==> src/rtl/layer1_psum_collector.sv <==
// Layer-1 partial-sum collector.
// Accepts one 8-channel word of signed 16-bit partial sums per handshake and accumulates
// TAPS of them per output pixel. The first tap of a window also adds the per-channel bias.
// The finished sum is arithmetic-shifted by SHIFT, passed through ReLU and saturated to
// 0..32767, then presented as one packed 8-channel word. Pixels are counted per frame, and
// frame_done pulses for one cycle after the last pixel of a frame is taken downstream.
//
// Ports:
//   clk        - clock, rising edge
//   rst        - synchronous active-high reset
//   in_valid   - psum word valid
//   in_ready   - collector can accept a psum word (high while accumulating)
//   in_data    - channel k (k=1..8) signed psum at [16k-1:16(k-1)]
//   bias_data  - per-channel signed bias, same packing, used on the first tap of a window
//   out_valid  - result word valid
//   out_ready  - downstream accepts the result
//   out_data   - per-channel 16-bit results after ReLU and saturation, same packing
//   frame_done - one-cycle pulse after the last pixel of a frame is accepted
module layer1_psum_collector #(
    parameter int unsigned TAPS       = 9,
    parameter int unsigned NUM_PIXELS = 1024,
    parameter int unsigned SHIFT      = 0,
    parameter int unsigned ACC_W      = 22
) (
    input  logic         clk,
    input  logic         rst,
    input  logic         in_valid,
    output logic         in_ready,
    input  logic [127:0] in_data,
    input  logic [127:0] bias_data,
    output logic         out_valid,
    input  logic         out_ready,
    output logic [127:0] out_data,
    output logic         frame_done
);

    localparam int unsigned TapW = (TAPS > 1) ? $clog2(TAPS) : 1;
    localparam int unsigned PixW = (NUM_PIXELS > 1) ? $clog2(NUM_PIXELS) : 1;
    localparam logic [TapW-1:0] TapLast = TapW'(TAPS - 1);
    localparam logic [PixW-1:0] PixLast = PixW'(NUM_PIXELS - 1);
    localparam logic signed [ACC_W-1:0] SatMax = ACC_W'(32767);

    typedef enum logic [0:0] {StAcc, StOut} state_e;

    state_e                  state_q, state_d;
    logic [TapW-1:0]         tap_cnt_q, tap_cnt_d;
    logic [PixW-1:0]         pix_cnt_q, pix_cnt_d;
    logic signed [ACC_W-1:0] acc_q [8];
    logic signed [ACC_W-1:0] acc_d [8];
    logic [127:0]            out_data_q, out_data_d;
    logic                    frame_done_q, frame_done_d;

    logic in_hs;
    logic out_hs;
    logic last_tap;

    function automatic logic signed [ACC_W-1:0] sext16(input logic [15:0] v);
        return {{(ACC_W - 16){v[15]}}, v};
    endfunction

    // Rescale, clamp negatives to zero and saturate at the largest positive 16-bit value.
    function automatic logic [15:0] relu_sat(input logic signed [ACC_W-1:0] a);
        logic signed [ACC_W-1:0] t;
        t = a >>> SHIFT;
        if (t[ACC_W-1]) begin
            return 16'h0000;
        end else if (t > SatMax) begin
            return 16'h7fff;
        end else begin
            return t[15:0];
        end
    endfunction

    assign in_hs    = in_valid & in_ready;
    assign out_hs   = out_valid & out_ready;
    assign last_tap = in_hs && (tap_cnt_q == TapLast);

    // State register
    always_ff @(posedge clk) begin
        if (rst) begin
            state_q <= StAcc;
        end else begin
            state_q <= state_d;
        end
    end

    // Next-state logic
    always_comb begin
        state_d = state_q;
        unique case (state_q)
            StAcc: if (last_tap) state_d = StOut;
            StOut: if (out_ready) state_d = StAcc;
            default: state_d = StAcc;
        endcase
    end

    // FSM outputs: input and output sides are never open in the same cycle
    always_comb begin
        in_ready  = (state_q == StAcc);
        out_valid = (state_q == StOut);
    end

    // Datapath next-state
    always_comb begin
        tap_cnt_d    = tap_cnt_q;
        pix_cnt_d    = pix_cnt_q;
        out_data_d   = out_data_q;
        frame_done_d = out_hs && (pix_cnt_q == PixLast);

        if (in_hs) begin
            tap_cnt_d = last_tap ? '0 : tap_cnt_q + 1'b1;
        end
        if (out_hs) begin
            pix_cnt_d = (pix_cnt_q == PixLast) ? '0 : pix_cnt_q + 1'b1;
        end

        for (int k = 0; k < 8; k++) begin
            acc_d[k] = acc_q[k];
            if (in_hs) begin
                // First tap restarts from the bias so no residue survives between pixels.
                if (tap_cnt_q == '0) begin
                    acc_d[k] = sext16(bias_data[16*k +: 16]) + sext16(in_data[16*k +: 16]);
                end else begin
                    acc_d[k] = acc_q[k] + sext16(in_data[16*k +: 16]);
                end
            end
        end

        if (last_tap) begin
            for (int k = 0; k < 8; k++) begin
                out_data_d[16*k +: 16] = relu_sat(acc_d[k]);
            end
        end
    end

    always_ff @(posedge clk) begin
        if (rst) begin
            tap_cnt_q    <= '0;
            pix_cnt_q    <= '0;
            out_data_q   <= '0;
            frame_done_q <= 1'b0;
            for (int k = 0; k < 8; k++) begin
                acc_q[k] <= '0;
            end
        end else begin
            tap_cnt_q    <= tap_cnt_d;
            pix_cnt_q    <= pix_cnt_d;
            out_data_q   <= out_data_d;
            frame_done_q <= frame_done_d;
            for (int k = 0; k < 8; k++) begin
                acc_q[k] <= acc_d[k];
            end
        end
    end

    assign out_data   = out_data_q;
    assign frame_done = frame_done_q;

endmodule

==> config.mk <==
export PLATFORM = sky130hd
export DESIGN_NAME = layer1_psum_collector
export DESIGN_NICKNAME = d
export VERILOG_FILES = /design/src/rtl/layer1_psum_collector.sv
export SDC_FILE = /design/constraint.sdc
export NUM_CORES = 1
export LEC_CHECK = 0
export BUFFER_PORTS_ARGS = -buffer_cell sky130_fd_sc_hd__buf_2
export CORE_MARGIN = 1.5
export CORE_UTILIZATION = 30
export CTS_BUF_LIST = sky130_fd_sc_hd__clkbuf_8
export DETAILED_ROUTE_END_ITERATION = 8
export PLACE_DENSITY = 0.55
export SLEW_MARGIN = 20
export SYNTH_ARGS = -nofsm -noshare
export SYNTH_HDL_FRONTEND = slang
export SYNTH_SLANG_ARGS = --single-unit
==> constraint.sdc <==
create_clock -name clk -period 8.2 [get_ports clk]
set_input_delay 0.82 -clock clk [delete_from_list [all_inputs] [get_ports clk]]
set_output_delay 0.82 -clock clk [all_outputs]
set_load 0.02 [all_outputs]
Yosys cells after proc, flatten, opt, wreduce, memory -nomap -nowiden

Memories as Yosys holds them, arrays and structs flattened.
Cells that the tools add are included.

Bitwise logic cells: 11
Mux-type cells: 48
$add $sub $neg: 18
Equal/unequal tests: 2
Reductions and logical operators: 3
Magnitude comparators: 8

Operators with widths:

| kind                    | count |
|---|---|
| $mux W22                | 24 |
| $mux W16                | 16 |
| $add A22 B16 Y22        | 8 |
| $gt A22 B16 Y1 const B  | 8 |
| $add A16 B16 Y17        | 8 |
| $add A10 B1 Y10 const B | 1 |
| $eq A10 B10 Y1 const B  | 1 |
| $mux W10                | 1 |
| $or A1 B1 Y1            | 8 |
| $mux W1                 | 5 |
| $add A4 B1 Y4 const B   | 1 |
| $eq A4 B4 Y1 const B    | 1 |
| $logic_not A4 Y1        | 1 |
| $mux W4                 | 1 |
| $and A1 B1 Y1           | 2 |
| $logic_and A1 B1 Y1     | 2 |
| $pmux W1 S2             | 1 |
| $not A1 Y1              | 1 |

Memories kept: 1
Register bits after elaboration: 144
Output and inout port bits: 131
Bits in writable memories: 176
Word-level logic and storage cells: 96

Memories:

| name  | words | bits a word | rd ports | clocked after memory_dff | wr ports | line | source |
|---|---|---|---|---|---|---|---|
| acc_q | 8     | 22          | 8        | 0                        | 8        | 48   | `logic signed [ACC_W-1:0] acc_q [8];` |

Longest topological paths before layout

Depth in word-level cells: 6
Gate-level depth with buffers: 15
Depth with buffers taken out: 13

Least setup slack after synthesis

No wires, ideal clock.

Path type: input to register
Start point: input in_data[48]
End point: register out_data_q[53], in the netlist out_data[53]
Cell stages on the path: 14
Path slack: 4.264 ns
Data required time: 8.075 ns
Setup time: 0.125 ns
Data arrival time: 3.811 ns
Cells stage by stage: ha_1 > fa_1 > a211oi_2 > o21bai_1 > o211ai_1 > a211oi_1 > or3_1 > a41oi_1 > nand3_1 > or4_1 > clkbuf_1 > buf_6 > nor4_1 > o21ai_1

Longest elaborated chain between the ends: 6
Elaborated cells between the ends (all ways): 7
Classes of those cells: 2 x add/sub; 1 x order compare; 4 x mux

Ends and longest elaborated chain:

| element                                              | line     | source |
|---|---|---|
| start: declaration                                   | 29       | `input logic [127:0] in_data,` |
| $add A22 B16 Y22 or $add A16 B16 Y17 (tied branches) | 124, 122 |  |
| $mux W22 (*)                                         | 121      | `if (tap_cnt_q == '0) begin` |
| $mux W22 (*)                                         | 119      | `if (in_hs) begin` |
| $gt A22 B16 Y1                                       | 67       | `end else if (t > SatMax) begin` |
| $mux W16                                             | 67       |  |
| $mux W16 (*)                                         | 65       | `if (t[ACC_W-1]) begin` |
| end signal: assignment                               | 148      | `out_data_q <= out_data_d;` |
| end: declaration                                     | 50       | `logic [127:0] out_data_q, out_data_d;` |

Mark *: on every way between the ends. The rest lies on a longest branch, timed or not.
A chain may end at the register's enable or synchronous reset.

Final worst setup path

Start point: register tap_cnt_q[0]
End point: register out_data_q[83], in the netlist out_data[83]

Longest elaborated chain between the ends: 6
Elaborated cells between the ends (all ways): 8
Classes of those cells: 1 x order compare; 1 x eq/ne; 4 x mux; 2 x reduce/logical

Ends and longest elaborated chain:

| element                  | line | source |
|---|---|---|
| start: declaration       | 46   | `logic [TapW-1:0] tap_cnt_q, tap_cnt_d;` |
| start signal: assignment | 146  | `tap_cnt_q <= tap_cnt_d;` |
| $logic_not A4 Y1         | 121  |  |
| $mux W22                 | 121  |  |
| $mux W22                 | 119  |  |
| $gt A22 B16 Y1           | 67   |  |
| $mux W16                 | 67   |  |
| $mux W16                 | 65   |  |

Parallel ways exist; a longest one is shown, timed or not.

==> results by group <==
STA
  • Worst-Margin Slew: 1.15 ns
  • Crit share post-route: between 50 and 60%
  • Final setup violation count: 0
  • Final Slew Violations: 0
  • Crit path time final: ~4.3 ns
  • Max_slew headroom: ~23%
  • Fmax: about 230 MHz
  • Fin. Hold Viols: 0
  • Setup TNS: 0 ns
  • Fin worst setup slack: roughly 3.9 ns
  • Clk_skew: 0.0365 ns
  • RSZ-0062 raised after global routing: false

Detailed routing
  • Vias per cell: 5.40
  • DRT antenna net count: 0
  • 1st-iter DRT viols: 1499
  • Final Routed Wirelength: approximately 93 mm
  • Routed length per instance: 18.5 um
  • DRC: 0
  • Pre-antenna DRT Iters: 5
  • Routed vias: between 20k and 30k

Global routing
  • Remaining global-route overflow: 0
  • Vias in the first global route: ~26k
  • Initial antenna violation count: 6
  • Aggregate global-route resource usage: between 10% and 20%
  • Largest net degree at the start of global routing: 74
  • First-pass GRT wire length: around 140 mm

Floorplanning
  • Core Area: ~89000 um^2
  • Placement Rows: roughly 110
  • Die width: roughly 300 um
  • Die Span Y: 303 um
  • Top-Level Pins: around 390
  • Die area: about 92000 um^2
  • Initial Util: just over 30%

Placed design
  • Placed Instances: roughly 4.9k
  • HPWL after DPL: 68.1 mm
  • Final GP Congestion: a little under 0.9
  • DP Worst Slack: 3.36 ns
  • PortBufs: a little under 400

Yosys
  • Post-synth EDFFs: 0
  • FFs w/ async S/R, synth: 0%
  • Area leader, netlist: dfxtp_1
  • Synthesis Warnings: 0
  • Mapped Nets: between 4k and 5k
  • FF+latch count, synth: 320
  • Syn_area_per_cell: 7.75 um^2
  • Cells after Synth: around 3.5k
  • Top post-synthesis cells by area: dfxtp_1 24%, ha_1 14%, a21oi_1 5.5%
  • Synth Flop Type: dfxtp_1
  • Part of the Yosys area used for sequential elements: a little under a quarter
  • Synthesized area: 27000 um^2
  • Synth cell types: 94
  • Top-area cell type share of the netlist area: 23.7%

Cells and area
  • Fin cells: around 5.0k
  • Share of cells above drive strength 1: ~15%
  • P&R area growth vs syn: 16.3%
  • Layout Nets: ~4.4k

Clock tree
  • Hold_buf cts: 0
  • CTS buffer count: 67
  • Clock transition at path regs: 0.07 ns
  • CTS H-tree depth: 3
  • Post-cts repair resize count: 0
  • Root Buffer: clkbuf_8
  • Clk buf depth: 3
  • CTS tree: yes
  • Clock Sinks: between 300 and 400
  • Setup repair bufs after CTS: 0
  • Worst-Skew Late Latency: slightly below 0.7 ns

Critical path
  • Startpoint types: flop
  • Critical path arrival: 4.87 ns
  • WP data required: 8.72 ns
  • CP Capture Type: flop
  • Max FO, Critical Path: 57
  • Critical path class: flop to flop

Min path
  • Hold crit path type: flop to flop

Outcome
  • Outcome: completed

Power
  • PD cells: between 150 and 200 nW/um^2
  • IR drop worst, VDD: between 0.09 and 0.1 mV
  • Pleak: 14.2 nW

Job
  • Max-Cap Viols: 0
==> power by group <==
part | switching [mW] | total [mW] | internal, mW
Clock | 0.828 | 1.85 | 1.02
Combinational | 1.35 | 2.24 | 0.890
Sequential | 0.0676 | 1.73 | 1.67
==> flip-flops by register name (all words and copies together) (netlist names) <==
name / cells
acc_q: 176
frame_done: 1
out_data: 128
out_valid: 1
pix_cnt_q: 10
tap_cnt_q: 4
==> layout by cell type, fill, tap and decap left out, types with 13 or more instances in the layout <==
cell        n
buf_4      25
o31a_1     13
o21a_1     57
a22oi_1    16
and2_1     81
o21ai_1    16
a221o_1    31
xor2_1     93
clkbuf_8   77
mux2i_1    17
xnor2_1   111
o211ai_1   60
a21oi_1   299
o21bai_1   21
clkinv_2   13
or2_2      15
nand4_1    25
buf_2     389
ha_1      299
and3_1     31
a211oi_1   91
dfxtp_1   320
a211o_1    24
nor3_1     60
nand2b_1   44
a21o_1    106
a31oi_1    79
o21ai_0   256
nor2b_1    33
nand3_1    67
nand2_1   329
inv_1     107
fa_1       16
or3_1      26
nor4_1     23
o31ai_1    18
nor2_1    356
==> kinds of logic after synthesis <==
kind of cell             count (synthesis)  share of synthesized area, %
adder cells (fa/ha/maj)                315                          15.0
buffers and inverters                  240                          3.62
AND/OR/NAND/NOR                       1156                          20.3
multiplexers                            20                         0.755
AO/OA/AOI/OAI                         1230                          30.0
XOR/XNOR                               204                          6.62
flip-flops                             320                          23.7
==> routing by layer <==
layer	wire [um]	share of wire, %	vias up	GRT usage (%)
li1	-	-	13626	-
met1	42100	45	12735	25.4
met2	44300	47	686	33.8
met3	4900	5.3	136	3.46
met4	1910	2.1	6	5.39
met5	44	0.047	-	0
==> worst max-delay path: stages (launching register included) <==
cell	delay, ns
dfxtp_1	0.38
inv_1	0.06
ha_1	0.22
or3b_4	0.57
buf_4	0.74
nor2_4	0.34
and2_1	0.28
a221o_1	0.30
or4_4	0.55
nor3_4	0.57
a31oi_1	0.17
==> stage by stage <==
| step | area, um^2 | power (mW) | hold WS (ns) | util (%) |
|---|---|---|---|---|
| floorplan | 27000 | 3.41 | 0.457 | - |
| global placement | 30000 | 3.97 | 0.434 | 33.8 |
| detailed placement | 30000 | 3.98 | 0.441 | 33.8 |
| CTS | 31400 | 5.89 | 0.401 | 35.4 |
| global route | 31400 | 6.25 | 0.431 | 35.4 |
| finish | 31400 | 5.82 | 0.448 | 35.4 |
==> cell usage after synthesis (16+ instances only) <==
cell type,number
nand2b_1,44
nand4_1,25
clkbuf_1,112
nand2_1,332
o31ai_1,18
dfxtp_1,320
a21o_1,106
ha_1,299
a211oi_1,91
a221o_1,31
or3_1,26
a31oi_1,79
and3_1,31
nor4_1,23
xor2_1,93
o21ai_1,16
nor2b_1,34
nor3_1,61
nor2_1,359
mux2i_1,17
fa_1,16
nand3_1,67
a21oi_1,299
and2_1,82
o211ai_1,60
o21ai_0,256
xnor2_1,111
o21a_1,57
a211o_1,24
inv_1,89
a22oi_1,16
o21bai_1,21
==> final timing paths <==
kind | to | cells past startpoint | start | slack, ns
setup / recovery | out_data[83] | 10 | tap_cnt_q[0] | 3.85
hold / removal | out_data[27] | 2 | out_data[27] | 0.45
setup reg to reg | out_data[83] | 10 | tap_cnt_q[0] | 3.85
hold reg to reg | out_data[27] | 2 | out_data[27] | 0.45
==> cell type report <==
cell class              count  area, um^2
diodes                      2        5.00
clock buffers              77        1060
clock inverters            41         324
fillers                  9435       57400
inverters                  90         338
multi-input cells        2925       19700
flip-flops and latches    320        6410
well taps                1165        1460
repair buffers            415        2150
(Power assumes the default switching activity.)
